File: config.mk
export PLATFORM = sky130hd
export DESIGN_NAME = muldiv_unit
export DESIGN_NICKNAME = d
export VERILOG_FILES = /design/src/rtl/muldiv_unit.sv
export SDC_FILE = /design/constraint.sdc
export NUM_CORES = 2
export LEC_CHECK = 0
export BUFFER_PORTS_ARGS = -buffer_cell sky130_fd_sc_hd__buf_2
export CAP_MARGIN = 20
export CORE_MARGIN = 5
export CORE_UTILIZATION = 30
export CTS_CLUSTER_SIZE = 28
export DETAILED_ROUTE_END_ITERATION = 8
export PLACE_DENSITY_LB_ADDON = 0.1
export SLEW_MARGIN = 10
export SYNTH_ARGS = -nofsm -noshare
export SYNTH_HDL_FRONTEND = slang
export SYNTH_SLANG_ARGS = --single-unit
File: constraint.sdc
create_clock -name clk_i -period 8.6 [get_ports clk_i]
set_input_delay 0.43 -clock clk_i [delete_from_list [all_inputs] [get_ports clk_i]]
set_output_delay 0.43 -clock clk_i [all_outputs]
set_load 0.05 [all_outputs]
File: src/rtl/muldiv_unit.sv
// Iterative RV64M multiply/divide unit: radix-2 shift-add multiply and restoring divide,
// with *W word mode, valid/ready handshakes, flush, and RISC-V divide special cases.
module muldiv_unit #(
   parameter int XLEN      = 64,
   parameter int TAG_W     = 5,
   parameter int EARLY_OUT = 1
) (
   input  logic             clk_i,
   input  logic             rst_i,
   input  logic             valid_i,
   output logic             ready_o,
   input  logic [2:0]       op_i,
   input  logic             word_i,
   input  logic [XLEN-1:0]  a_i,
   input  logic [XLEN-1:0]  b_i,
   input  logic [TAG_W-1:0] tag_i,
   input  logic             flush_i,
   output logic             valid_o,
   input  logic             ready_i,
   output logic [XLEN-1:0]  result_o,
   output logic [TAG_W-1:0] tag_o
);
   localparam int CNT_W = $clog2(XLEN);

   typedef enum logic [1:0] {IDLE, CALC, DONE} state_t;

   state_t             state;
   logic [CNT_W-1:0]   cnt_q;
   logic [2:0]         op_q;
   logic               word_q, neg_a_q, neg_b_q, special_q;
   logic [TAG_W-1:0]   tag_q;
   logic [XLEN-1:0]    hi_q, lo_q, opd_q, spec_q;

   logic               accept, word_eff, a_sgn, b_sgn, neg_a, neg_b;
   logic               div_zero, div_ovf, special, last_step, div_ge;
   logic [XLEN-1:0]    a_eff, b_eff, a_mag, b_mag, min_neg, spec_res;
   logic [XLEN-1:0]    hi_n, lo_n, quo, rem, done_res;
   logic [XLEN:0]      mul_sum, rem_sh;
   logic [2*XLEN-1:0]  prod;

   function automatic logic [XLEN-1:0] ext32(input logic [31:0] v, input logic sgn);
      logic [XLEN-1:0] r;
      r = XLEN'(v);
      if (sgn) r = XLEN'($signed(v));
      return r;
   endfunction

   assign ready_o   = (state == IDLE);
   assign valid_o   = (state == DONE);
   assign accept    = (state == IDLE) & valid_i & ~flush_i;
   assign last_step = (cnt_q == (word_q ? CNT_W'(31) : CNT_W'(XLEN-1)));

   // Request decode: effective operands, magnitudes and the divide special cases.
   always_comb begin
      // NOTE: every variable gets a value before any branch so no latch is inferred.
      spec_res = '0;
      word_eff = word_i & (op_i[2] | (op_i[1:0] == 2'd0));
      a_sgn    = (op_i == 3'd1) | (op_i == 3'd2) | (op_i == 3'd4) | (op_i == 3'd6);
      b_sgn    = (op_i == 3'd1) | (op_i == 3'd4) | (op_i == 3'd6);
      a_eff    = word_eff ? ext32(a_i[31:0], a_sgn) : a_i;
      b_eff    = word_eff ? ext32(b_i[31:0], b_sgn) : b_i;
      neg_a    = a_sgn & a_eff[XLEN-1];
      neg_b    = b_sgn & b_eff[XLEN-1];
      a_mag    = neg_a ? -a_eff : a_eff;
      b_mag    = neg_b ? -b_eff : b_eff;
      min_neg  = word_eff ? ext32(32'h8000_0000, 1'b1) : {1'b1, {(XLEN-1){1'b0}}};
      div_zero = op_i[2] & (b_eff == '0);
      div_ovf  = op_i[2] & ~op_i[0] & (a_eff == min_neg) & (b_eff == '1);
      special  = div_zero | div_ovf;
      if (div_zero)     spec_res = op_i[1] ? a_eff : '1;
      else if (div_ovf) spec_res = op_i[1] ? '0 : a_eff;
      if (word_eff)     spec_res = ext32(spec_res[31:0], 1'b1);
   end

   // One radix-2 step, plus the sign fix-up of the value it produces.
   always_comb begin
      mul_sum = {1'b0, hi_q} + (lo_q[0] ? {1'b0, opd_q} : '0);
      rem_sh  = {hi_q, lo_q[XLEN-1]};
      div_ge  = (rem_sh >= {1'b0, opd_q});
      if (op_q[2]) begin
         hi_n = div_ge ? XLEN'(rem_sh - {1'b0, opd_q}) : rem_sh[XLEN-1:0];
         lo_n = {lo_q[XLEN-2:0], div_ge};
      end else begin
         hi_n = mul_sum[XLEN:1];
         lo_n = {mul_sum[0], lo_q[XLEN-1:1]};
      end
      prod = {hi_n, lo_n} >> (word_q ? XLEN-32 : 0);
      if (neg_a_q ^ neg_b_q) prod = -prod;
      quo = (neg_a_q ^ neg_b_q) ? -lo_n : lo_n;
      rem = neg_a_q ? -hi_n : hi_n;
      if (special_q)               done_res = spec_q;
      else if (op_q[2])            done_res = op_q[1] ? rem : quo;
      else if (op_q[1:0] == 2'd0)  done_res = prod[XLEN-1:0];
      else                         done_res = prod[2*XLEN-1:XLEN];
      if (word_q) done_res = ext32(done_res[31:0], 1'b1);
   end

   always_ff @(posedge clk_i) begin
      // NOTE: sequential state uses non-blocking assignments so every flop samples pre-edge values.
      if (rst_i) begin
         state    <= IDLE;
         cnt_q    <= '0;
         result_o <= '0;
         tag_o    <= '0;
      end else if (flush_i) begin
         state <= IDLE;
      end else begin
         case (state)
            IDLE: if (valid_i) begin
               cnt_q <= '0;
               if ((EARLY_OUT != 0) && special) begin
                  state    <= DONE;
                  result_o <= spec_res;
                  tag_o    <= tag_i;
               end else begin
                  state <= CALC;
               end
            end
            CALC: begin
               cnt_q <= cnt_q + CNT_W'(1);
               if (last_step) begin
                  state    <= DONE;
                  result_o <= done_res;
                  tag_o    <= tag_q;
               end
            end
            DONE:    if (ready_i) state <= IDLE;
            default: state <= IDLE;
         endcase
      end
   end

   // NOTE: working registers have no reset; accept always loads them before CALC reads them.
   always_ff @(posedge clk_i) begin
      if (accept) begin
         op_q      <= op_i;
         word_q    <= word_eff;
         tag_q     <= tag_i;
         neg_a_q   <= neg_a;
         neg_b_q   <= neg_b;
         special_q <= special;
         spec_q    <= spec_res;
         hi_q      <= '0;
         if (op_i[2]) begin
            lo_q  <= word_eff ? (a_mag << (XLEN-32)) : a_mag;
            opd_q <= b_mag;
         end else begin
            lo_q  <= b_mag;
            opd_q <= a_mag;
         end
      end else if (state == CALC) begin
         hi_q <= hi_n;
         lo_q <= lo_n;
      end
   end
endmodule
Word-level counts from Yosys, hierarchy flattened
Cells that the tools add are included.
{ "word_totals": {"inputBits": 142, "wordCells": 112, "regBits": 345} }
{ "classes": {"reduce_logical": 10, "n_eq_ne": 13, "addsub": 8, "muxes": 46, "n_bitwise": 19, "shift": 1, "order_cmp": 1} }
{ "op_table": {"columns": ["op", "count"], "rows": [
  ["two-way mux 64 bit", 30],
  ["negation 64 bit", 4],
  ["two-way mux 128 bit", 1],
  ["negation 128 bit", 1],
  ["case mux 64 bit (2 select lines)", 1],
  [">> shifter 128 x 6 -> 128 bit", 1],
  ["adder 64 x 64 -> 65 bit", 1],
  [">= comparator 65 x 64 -> 1 bit", 1],
  ["== test 64 bit", 1],
  ["== test 64 bit, second input constant", 1],
  ["zero test 64 bit", 1],
  ["subtractor 64 bit", 1],
  ["two-way mux 63 bit", 1],
  ["two-way mux 6 bit", 3],
  ["two-way mux 5 bit", 3],
  ["case mux 6 bit (2 select lines)", 1],
  ["case mux 5 bit (2 select lines)", 1],
  ["AND 1 bit", 9],
  ["two-way mux 2 bit", 4],
  ["OR 1 bit", 7],
  ["adder 6 x 1 -> 6 bit, second input constant", 1],
  ["== test 3 bit, second input constant", 2],
  ["== test 6 bit", 1],
  ["zero test 2 bit", 3],
  ["13 further kinds", 18]
]} }

Depth between registers and ports, before layout
{ "depth": {"ltp_word": 15, "depth_mapped": 32, "depth_no_buf": 25} }

Least setup slack after synthesis
OpenSTA, ideal clock, no wires.
{ "synth_path": {"kind": "register to register", "startpoint": "reg op_q[2]", "endpoint": "reg result_o[52]", "required_ps": 8497, "slack_ps": 1868, "stages_incl_launch_ff": 32, "n_path_buf": 15, "arrival_time_ps": 6628, "setup_time_ps": 103, "synth_period_minus_slack_ps": 6732, "cell_sequence": "edfxtp_1 -> buf_6 -> buf_8 -> buf_6 -> buf_2 -> buf_2 -> buf_1 -> buf_2 -> buf_2 -> buf_2 -> buf_2 -> buf_1 -> clkbuf_1 -> clkbuf_1 -> clkbuf_1 -> buf_1 -> nand2_1 -> o21ai_0 -> ha_1 -> nand2_1 -> nor2_1 -> nand2b_1 -> nor2_1 -> nand4_1 -> nor2_1 -> nand2_1 -> o21ai_0 -> xnor2_1 -> mux2i_1 -> a2111oi_0 -> o21ai_0 -> a2111oi_2"} }
{ "synth_between": {"elab_chain_cells": 10, "elab_cells_between_ends": 16, "classes_between": "3 x add/sub; 1 x shift; 12 x mux"} }
{ "synth_lines": {"columns": ["item", "line", "source"], "rows": [
  ["start: declaration", "29", "logic [2:0] op_q;"],
  ["start signal: assignment", "136", "op_q <= op_i;"],
  ["two-way mux 64 bit", "80", "if (op_q[2]) begin"],
  [">> shifter 128 x 6 -> 128 bit", "87", "prod = {hi_n, lo_n} >> (word_q ? XLEN-32 : 0);"],
  ["negation 128 bit", "88", "if (neg_a_q ^ neg_b_q) prod = -prod;"],
  ["two-way mux 128 bit", "88", null],
  ["two-way mux 64 bit", "93", "else if (op_q[1:0] == 2'd0) done_res = prod[XLEN-1:0];"],
  ["two-way mux 64 bit *", "92", "else if (op_q[2]) done_res = op_q[1] ? rem : quo;"],
  ["two-way mux 64 bit *", "91", "if (special_q) done_res = spec_q;"],
  ["two-way mux 64 bit *", "95", "if (word_q) done_res = ext32(done_res[31:0], 1'b1);"],
  ["two-way mux 64 bit *", "121", "if (last_step) begin"],
  ["case mux 64 bit (2 select lines) *", "108", "case (state)"],
  ["end signal: assignment", "113", "result_o <= spec_res;"],
  ["end signal: assignment", "123", "result_o <= done_res;"],
  ["end: declaration", "20", "output logic [XLEN-1:0] result_o,"]
]} }
Mark *: on every way between the ends. The rest lies on a longest branch, timed or not. The select of a mux whose other input is x is not followed.
A chain may end at the register's enable or synchronous reset.

Worst setup path after layout
{ "layout_path": {"startpoint": "reg hi_q[53]", "endpoint": "reg result_o[52]"} }
{ "layout_between": {"elab_chain_cells": 12, "elab_cells_between_ends": 20, "classes_between": "5 x add/sub; 1 x order compare; 1 x shift; 13 x mux"} }
{ "layout_lines": {"columns": ["item", "line", "source"], "rows": [
  ["start: declaration", "32", "logic [XLEN-1:0] hi_q, lo_q, opd_q, spec_q;"],
  ["start signal: assignment", "152", "hi_q <= hi_n;"],
  ["subtractor 64 bit or >= comparator 65 x 64 -> 1 bit (tied branches)", "81, 79", null],
  ["two-way mux 64 bit", "81", "hi_n = div_ge ? XLEN'(rem_sh - {1'b0, opd_q}) : rem_sh[XLEN-1:0];"],
  ["two-way mux 64 bit", "80", null],
  [">> shifter 128 x 6 -> 128 bit", "87", null],
  ["negation 128 bit", "88", null],
  ["two-way mux 128 bit", "88", null],
  ["two-way mux 64 bit", "93", null],
  ["two-way mux 64 bit *", "92", null],
  ["two-way mux 64 bit *", "91", null],
  ["two-way mux 64 bit *", "95", null],
  ["two-way mux 64 bit *", "121", null],
  ["case mux 64 bit (2 select lines) *", "108", null]
]} }
Marks and branches as above.

==> metrics.txt <==
# TYPE chip_impl_metric gauge
chip_impl_info{name="cts.root.buffer_cell",value="sky130_fd_sc_hd__clkbuf_16"} 1
chip_impl_metric{name="fmax",unit="GHz"} 0.1240
chip_impl_metric{name="worst_max_slew_pin_slew",unit="ns"} 1.341
chip_impl_metric{name="drive_gt1_frac",unit=""} 0.1329
chip_impl_info{name="reg2reg_to",value="result_o[52]$_SDFFE_PP0P_"} 1
chip_impl_info{name="dominantRegCellSynth",value="sky130_fd_sc_hd__edfxtp_1"} 1
chip_impl_metric{name="max-clock-path-buffers",unit=""} 3
chip_impl_metric{name="cts.sink_count",unit=""} 345
chip_impl_metric{name="ys_ff_latch",unit=""} 345
chip_impl_metric{name="final.fill_count",unit=""} 15490
chip_impl_metric{name="grt_first_pass_wirelength",unit="um"} 409500
chip_impl_metric{name="initial_utilization",unit=""} 0.3017
chip_impl_metric{name="period_share",unit=""} 0.9377
chip_impl_metric{name="globalRouteTotalUtil",unit=""} 0.3827
chip_impl_metric{name="placement.cell_area",unit="um^2"} 47310
chip_impl_info{name="rr_startpoint",value="hi_q[53]$_SDFFE_PP0P_"} 1
chip_impl_metric{name="number_of_enable_flip_flop_cells_after_synthesis",unit=""} 204
chip_impl_metric{name="instance_count_of_the_mapped_netlist",unit=""} 5937
chip_impl_metric{name="synthesis.yosys.warnings",unit=""} 0
chip_impl_metric{name="place.port_buffers",unit=""} 212
chip_impl_info{name="outcome",value="finished, final reports clean"} 1
chip_impl_metric{name="clk_skew",unit="ns"} 0.06761
chip_impl_metric{name="yosys.area_share.simple",unit=""} 0.2550
chip_impl_metric{name="post-route-cell-area",unit="um^2"} 48880
chip_impl_metric{name="dp.final_hpwl",unit="um"} 246800
chip_impl_metric{name="period_minus_slack",unit="ns"} 8.064
chip_impl_metric{name="synth_nets",unit=""} 6216
chip_impl_info{name="top_post_synthesis_cells_by_area",value="sky130_fd_sc_hd__edfxtp_1 (14%), sky130_fd_sc_hd__a21oi_1 (7.3%), sky130_fd_sc_hd__dfxtp_1 (6.6%)"} 1
chip_impl_metric{name="detail-route-antenna-nets",unit=""} 0
chip_impl_metric{name="maxCapViolations",unit=""} 0
chip_impl_metric{name="cts-htree-levels",unit=""} 2
chip_impl_metric{name="yosys.area.top_type_share",unit=""} 0.1434
chip_impl_metric{name="synth_compound_gate_area_share",unit=""} 0.3199
chip_impl_metric{name="grt_antenna_before_repair",unit=""} 26
chip_impl_metric{name="synth-xor-area-share",unit=""} 0.06972
chip_impl_info{name="yosysTopAreaCell",value="sky130_fd_sc_hd__edfxtp_1"} 1
chip_impl_metric{name="design.die.area",unit="um^2"} 150000
chip_impl_metric{name="multi_input_area",unit="um^2"} 31550
chip_impl_info{name="worst_setup_path_endpoint",value="result_o[52]$_SDFFE_PP0P_"} 1
chip_impl_info{name="cts_tree",value="done"} 1
chip_impl_metric{name="initialDrtViolationCount",unit=""} 6613
chip_impl_metric{name="first_global_vias",unit=""} 48520
chip_impl_metric{name="clock_buffers_created_by_tritoncts",unit=""} 46
chip_impl_info{name="worst_setup_path_start_kind",value="register"} 1
chip_impl_metric{name="setup-violations-final",unit=""} 0
chip_impl_metric{name="cp_data_required_time",unit="ns"} 9.19
chip_impl_metric{name="top_level_ports",unit=""} 213
chip_impl_metric{name="core",unit="um^2"} 141600
chip_impl_metric{name="yosys.area_share.adder",unit=""} 0.04049
chip_impl_metric{name="post_drt_via_cell_ratio",unit=""} 6.483
chip_impl_metric{name="routabilityCongestion",unit=""} 1.024
chip_impl_info{name="rsz0062_at_grt",value="no"} 1
chip_impl_metric{name="worst-r2r-cell-count",unit=""} 25
chip_impl_metric{name="dpl.cell_count",unit=""} 7965
chip_impl_metric{name="ir_drop",unit="mV"} 0.1589
chip_impl_metric{name="cts.reportedPaths.clkPinSlew",unit="ns"} 0.07
chip_impl_metric{name="postLayoutCoreUtil",unit=""} 0.3452
chip_impl_metric{name="drt_pre_antenna_iters",unit=""} 8
chip_impl_metric{name="postCtsSetupBuffers",unit=""} 0
chip_impl_metric{name="rows",unit=""} 138
chip_impl_metric{name="floorplan.die.width",unit="um"} 387.3
chip_impl_metric{name="hold_viol_final",unit=""} 0
chip_impl_metric{name="dr_total_vias",unit=""} 52270
chip_impl_metric{name="cp.arrival",unit="ns"} 8.66
chip_impl_metric{name="register_area",unit="um^2"} 8949
chip_impl_info{name="critPathKind",value="reg -> reg"} 1
chip_impl_metric{name="worst_max_slew_margin_expressed_relative_to_the_limit",unit=""} 0.09977
chip_impl_metric{name="finalNonFillerCells",unit=""} 8063
chip_impl_metric{name="area_growth_from_synthesis_to_layout",unit="%"} 14.44
chip_impl_metric{name="report.final.slew_viol_count",unit=""} 0
chip_impl_info{name="hold_class",value="in -> reg"} 1
chip_impl_metric{name="synth_async_sr_flop_share",unit=""} 0
chip_impl_metric{name="drc",unit=""} 0
chip_impl_metric{name="mappedNetlistArea",unit="um^2"} 42710
chip_impl_metric{name="drt-total-wl",unit="um"} 303000
chip_impl_metric{name="static-leakage-power",unit="nW"} 18.20
chip_impl_metric{name="insertion_delay",unit="ns"} 0.70
chip_impl_metric{name="post_route_total_power",unit="W"} 0.01047
chip_impl_metric{name="synth_seq_area_share",unit=""} 0.2095
chip_impl_metric{name="ff2ff_setup_slack",unit="ns"} 0.54
chip_impl_metric{name="floorplan.die.height",unit="um"} 387.3
chip_impl_metric{name="yosysUniqueCellTypes",unit=""} 120
chip_impl_metric{name="final_net_count",unit=""} 6411
chip_impl_metric{name="overflow_after_grt",unit=""} 0
chip_impl_metric{name="grt_start_max_net_pins",unit=""} 95
chip_impl_metric{name="detail_route.wl_per_cell",unit="um"} 37.58
chip_impl_metric{name="hold_buffers",unit=""} 6
chip_impl_metric{name="post_cts_resize_count",unit=""} 0
chip_impl_metric{name="synth.mux.area_fraction",unit=""} 0.04954
chip_impl_metric{name="cp_max_fo",unit=""} 16
chip_impl_metric{name="synth_area_per_cell",unit="um^2"} 7.194
chip_impl_metric{name="power-per-cell-area",unit="nW/um^2"} 214.2
chip_impl_info{name="critical_path.endpoint_type",value="register"} 1
chip_impl_info{name="combinational_family_with_the_most_area_after_synthesis",value="compound AO/OA/AOI/OAI gates"} 1
chip_impl_info{name="setup.worst_path.start",value="hi_q[53]$_SDFFE_PP0P_"} 1
chip_impl_metric{name="totalNegativeSetupSlack",unit="ns"} 0
-- cell families (layout without fill, tap and decap cells) --
| family | Yosys count | count (layout) |
|---|---|---|
| multiplexers | 182 | 182 |
| buffers and inverters | 579 | 810 |
| XOR/XNOR | 340 | 340 |
| AND/OR/NAND/NOR | 2225 | 2225 |
| AO/OA/AOI/OAI | 2129 | 2129 |
| flip-flops | 345 | 345 |
| other | 0 | 5 |
| adder cells (fa/ha/maj) | 137 | 137 |
-- worst max-delay path, cell delays in order (launching register included) --
cell and delay [ns]:
sky130_fd_sc_hd__dfxtp_1 0.65, sky130_fd_sc_hd__ha_1 0.36, sky130_fd_sc_hd__a21oi_1 0.24, sky130_fd_sc_hd__o21ai_1 0.13, sky130_fd_sc_hd__a21o_1 0.20, sky130_fd_sc_hd__a221oi_1 0.26
sky130_fd_sc_hd__buf_4 0.26, sky130_fd_sc_hd__nand4_2 0.48, sky130_fd_sc_hd__buf_4 0.43, sky130_fd_sc_hd__nor2_2 0.61, sky130_fd_sc_hd__nand2_1 0.10, sky130_fd_sc_hd__o21ai_0 0.13
sky130_fd_sc_hd__ha_1 0.24, sky130_fd_sc_hd__nand2_1 0.11, sky130_fd_sc_hd__nor2_1 0.27, sky130_fd_sc_hd__nand2b_1 0.22, sky130_fd_sc_hd__nor2_1 0.35, sky130_fd_sc_hd__nand4_1 0.32
sky130_fd_sc_hd__nor2_1 0.34, sky130_fd_sc_hd__nand2_1 0.25, sky130_fd_sc_hd__o21ai_0 0.26, sky130_fd_sc_hd__xnor2_1 0.24, sky130_fd_sc_hd__mux2i_1 0.11, sky130_fd_sc_hd__a2111oi_0 0.70
sky130_fd_sc_hd__o21ai_0 0.25, sky130_fd_sc_hd__a2111oi_2 0.39
-- flip-flops by register name (all words and copies together), names as in the netlist --
| name | flops |
|---|---|
| result_o | 64 |
| hi_q | 64 |
| tag_o | 5 |
| word_q | 1 |
| spec_q | 64 |
| special_q | 1 |
| state | 2 |
| op_q | 3 |
| neg_a_q | 1 |
| tag_q | 5 |
| neg_b_q | 1 |
| lo_q | 64 |
| opd_q | 64 |
| cnt_q | 6 |
-- per-layer routing --
| metal | share of wire | vias up | routed length [um] | track usage |
|---|---|---|---|---|
| met5 | 0.00013 | - | 38 | 0 |
| met4 | 0.086 | 6 | 26080 | 0.2592 |
| met3 | 0.079 | 720 | 23960 | 0.05919 |
| met2 | 0.43 | 3059 | 129800 | 0.5878 |
| met1 | 0.41 | 25720 | 123100 | 0.4949 |
| li1 | - | 22760 | - | - |
-- worst min path at each step --
stage	depth (start not counted)	endpoint	startpoint	slack, ns
after floorplan	2	hi_q[63]$_SDFFE_PP0P_	hi_q[63]$_SDFFE_PP0P_	0.46
after global placement	2	result_o[12]$_SDFFE_PP0P_	result_o[12]$_SDFFE_PP0P_	0.43
after detailed placement	2	result_o[12]$_SDFFE_PP0P_	result_o[12]$_SDFFE_PP0P_	0.43
after CTS	1	op_q[0]$_DFFE_PP_	op_i[0]	0.03
after global routing	1	op_q[0]$_DFFE_PP_	op_i[0]	0.07
final	1	op_q[0]$_DFFE_PP_	op_i[0]	0.07
-- layout by cell type (no fill, tap or decap), types with 38 or more instances in the layout --
| master | instances |
|---|---|
| sky130_fd_sc_hd__a211oi_1 | 91 |
| sky130_fd_sc_hd__a21o_1 | 82 |
| sky130_fd_sc_hd__a21oi_1 | 626 |
| sky130_fd_sc_hd__a221oi_1 | 38 |
| sky130_fd_sc_hd__a31oi_1 | 87 |
| sky130_fd_sc_hd__and2_1 | 101 |
| sky130_fd_sc_hd__and3_1 | 48 |
| sky130_fd_sc_hd__buf_2 | 213 |
| sky130_fd_sc_hd__buf_4 | 355 |
| sky130_fd_sc_hd__clkbuf_16 | 47 |
| sky130_fd_sc_hd__dfxtp_1 | 141 |
| sky130_fd_sc_hd__edfxtp_1 | 204 |
| sky130_fd_sc_hd__ha_1 | 135 |
| sky130_fd_sc_hd__inv_1 | 133 |
| sky130_fd_sc_hd__mux2i_1 | 126 |
| sky130_fd_sc_hd__nand2_1 | 603 |
| sky130_fd_sc_hd__nand2b_1 | 47 |
| sky130_fd_sc_hd__nand3_1 | 125 |
| sky130_fd_sc_hd__nand4_1 | 132 |
| sky130_fd_sc_hd__nor2_1 | 589 |
| sky130_fd_sc_hd__nor3_1 | 195 |
| sky130_fd_sc_hd__nor4_1 | 70 |
| sky130_fd_sc_hd__o211ai_1 | 89 |
| sky130_fd_sc_hd__o21a_1 | 52 |
| sky130_fd_sc_hd__o21ai_0 | 481 |
| sky130_fd_sc_hd__o22ai_1 | 47 |
| sky130_fd_sc_hd__o31ai_1 | 86 |
| sky130_fd_sc_hd__or3_1 | 77 |
| sky130_fd_sc_hd__xnor2_1 | 181 |
| sky130_fd_sc_hd__xor2_1 | 157 |
-- report_power, final --
part,internal [W],switching (W)
Sequential,0.00192,0.000217
Combinational,0.00182,0.00451
Clock,0.00110,0.000902
Total,0.00484,0.00563
-- cell usage after synthesis (73+ instances only) --
master,instances
sky130_fd_sc_hd__clkbuf_1,291
sky130_fd_sc_hd__buf_2,73
sky130_fd_sc_hd__nand4_1,132
sky130_fd_sc_hd__o31ai_1,88
sky130_fd_sc_hd__a21o_1,83
sky130_fd_sc_hd__a21oi_1,627
sky130_fd_sc_hd__dfxtp_1,141
sky130_fd_sc_hd__or3_1,77
sky130_fd_sc_hd__o211ai_1,89
sky130_fd_sc_hd__nand2_1,605
sky130_fd_sc_hd__o21ai_0,490
sky130_fd_sc_hd__edfxtp_1,204
sky130_fd_sc_hd__nand3_1,125
sky130_fd_sc_hd__a211oi_1,93
sky130_fd_sc_hd__nor2_1,598
sky130_fd_sc_hd__xnor2_1,182
sky130_fd_sc_hd__xor2_1,158
sky130_fd_sc_hd__inv_1,137
sky130_fd_sc_hd__a31oi_1,87
sky130_fd_sc_hd__nor3_1,195
sky130_fd_sc_hd__mux2i_1,127
sky130_fd_sc_hd__and2_1,102
sky130_fd_sc_hd__ha_1,135
-- area by class of cell --
class | instances | area share
antenna | 5 | 0.0002560
inverter | 141 | 0.01111
sequential | 345 | 0.1831
clock inverter | 18 | 0.004045
timing repair buffer | 585 | 0.08161
multi-input combinational | 5013 | 0.6456
tap | 1890 | 0.04838
clock buffer | 66 | 0.02593
-- per-stage QoR --
step	setup slack, ns	hold WS, ns
floorplan	1.868	0.4587
global placement	0.4252	0.4281
detailed placement	0.8254	0.4341
finish	0.5357	0.06568
global route	0.3686	0.07088
CTS	0.7446	0.03155
Power figures use the tool's default switching activity.
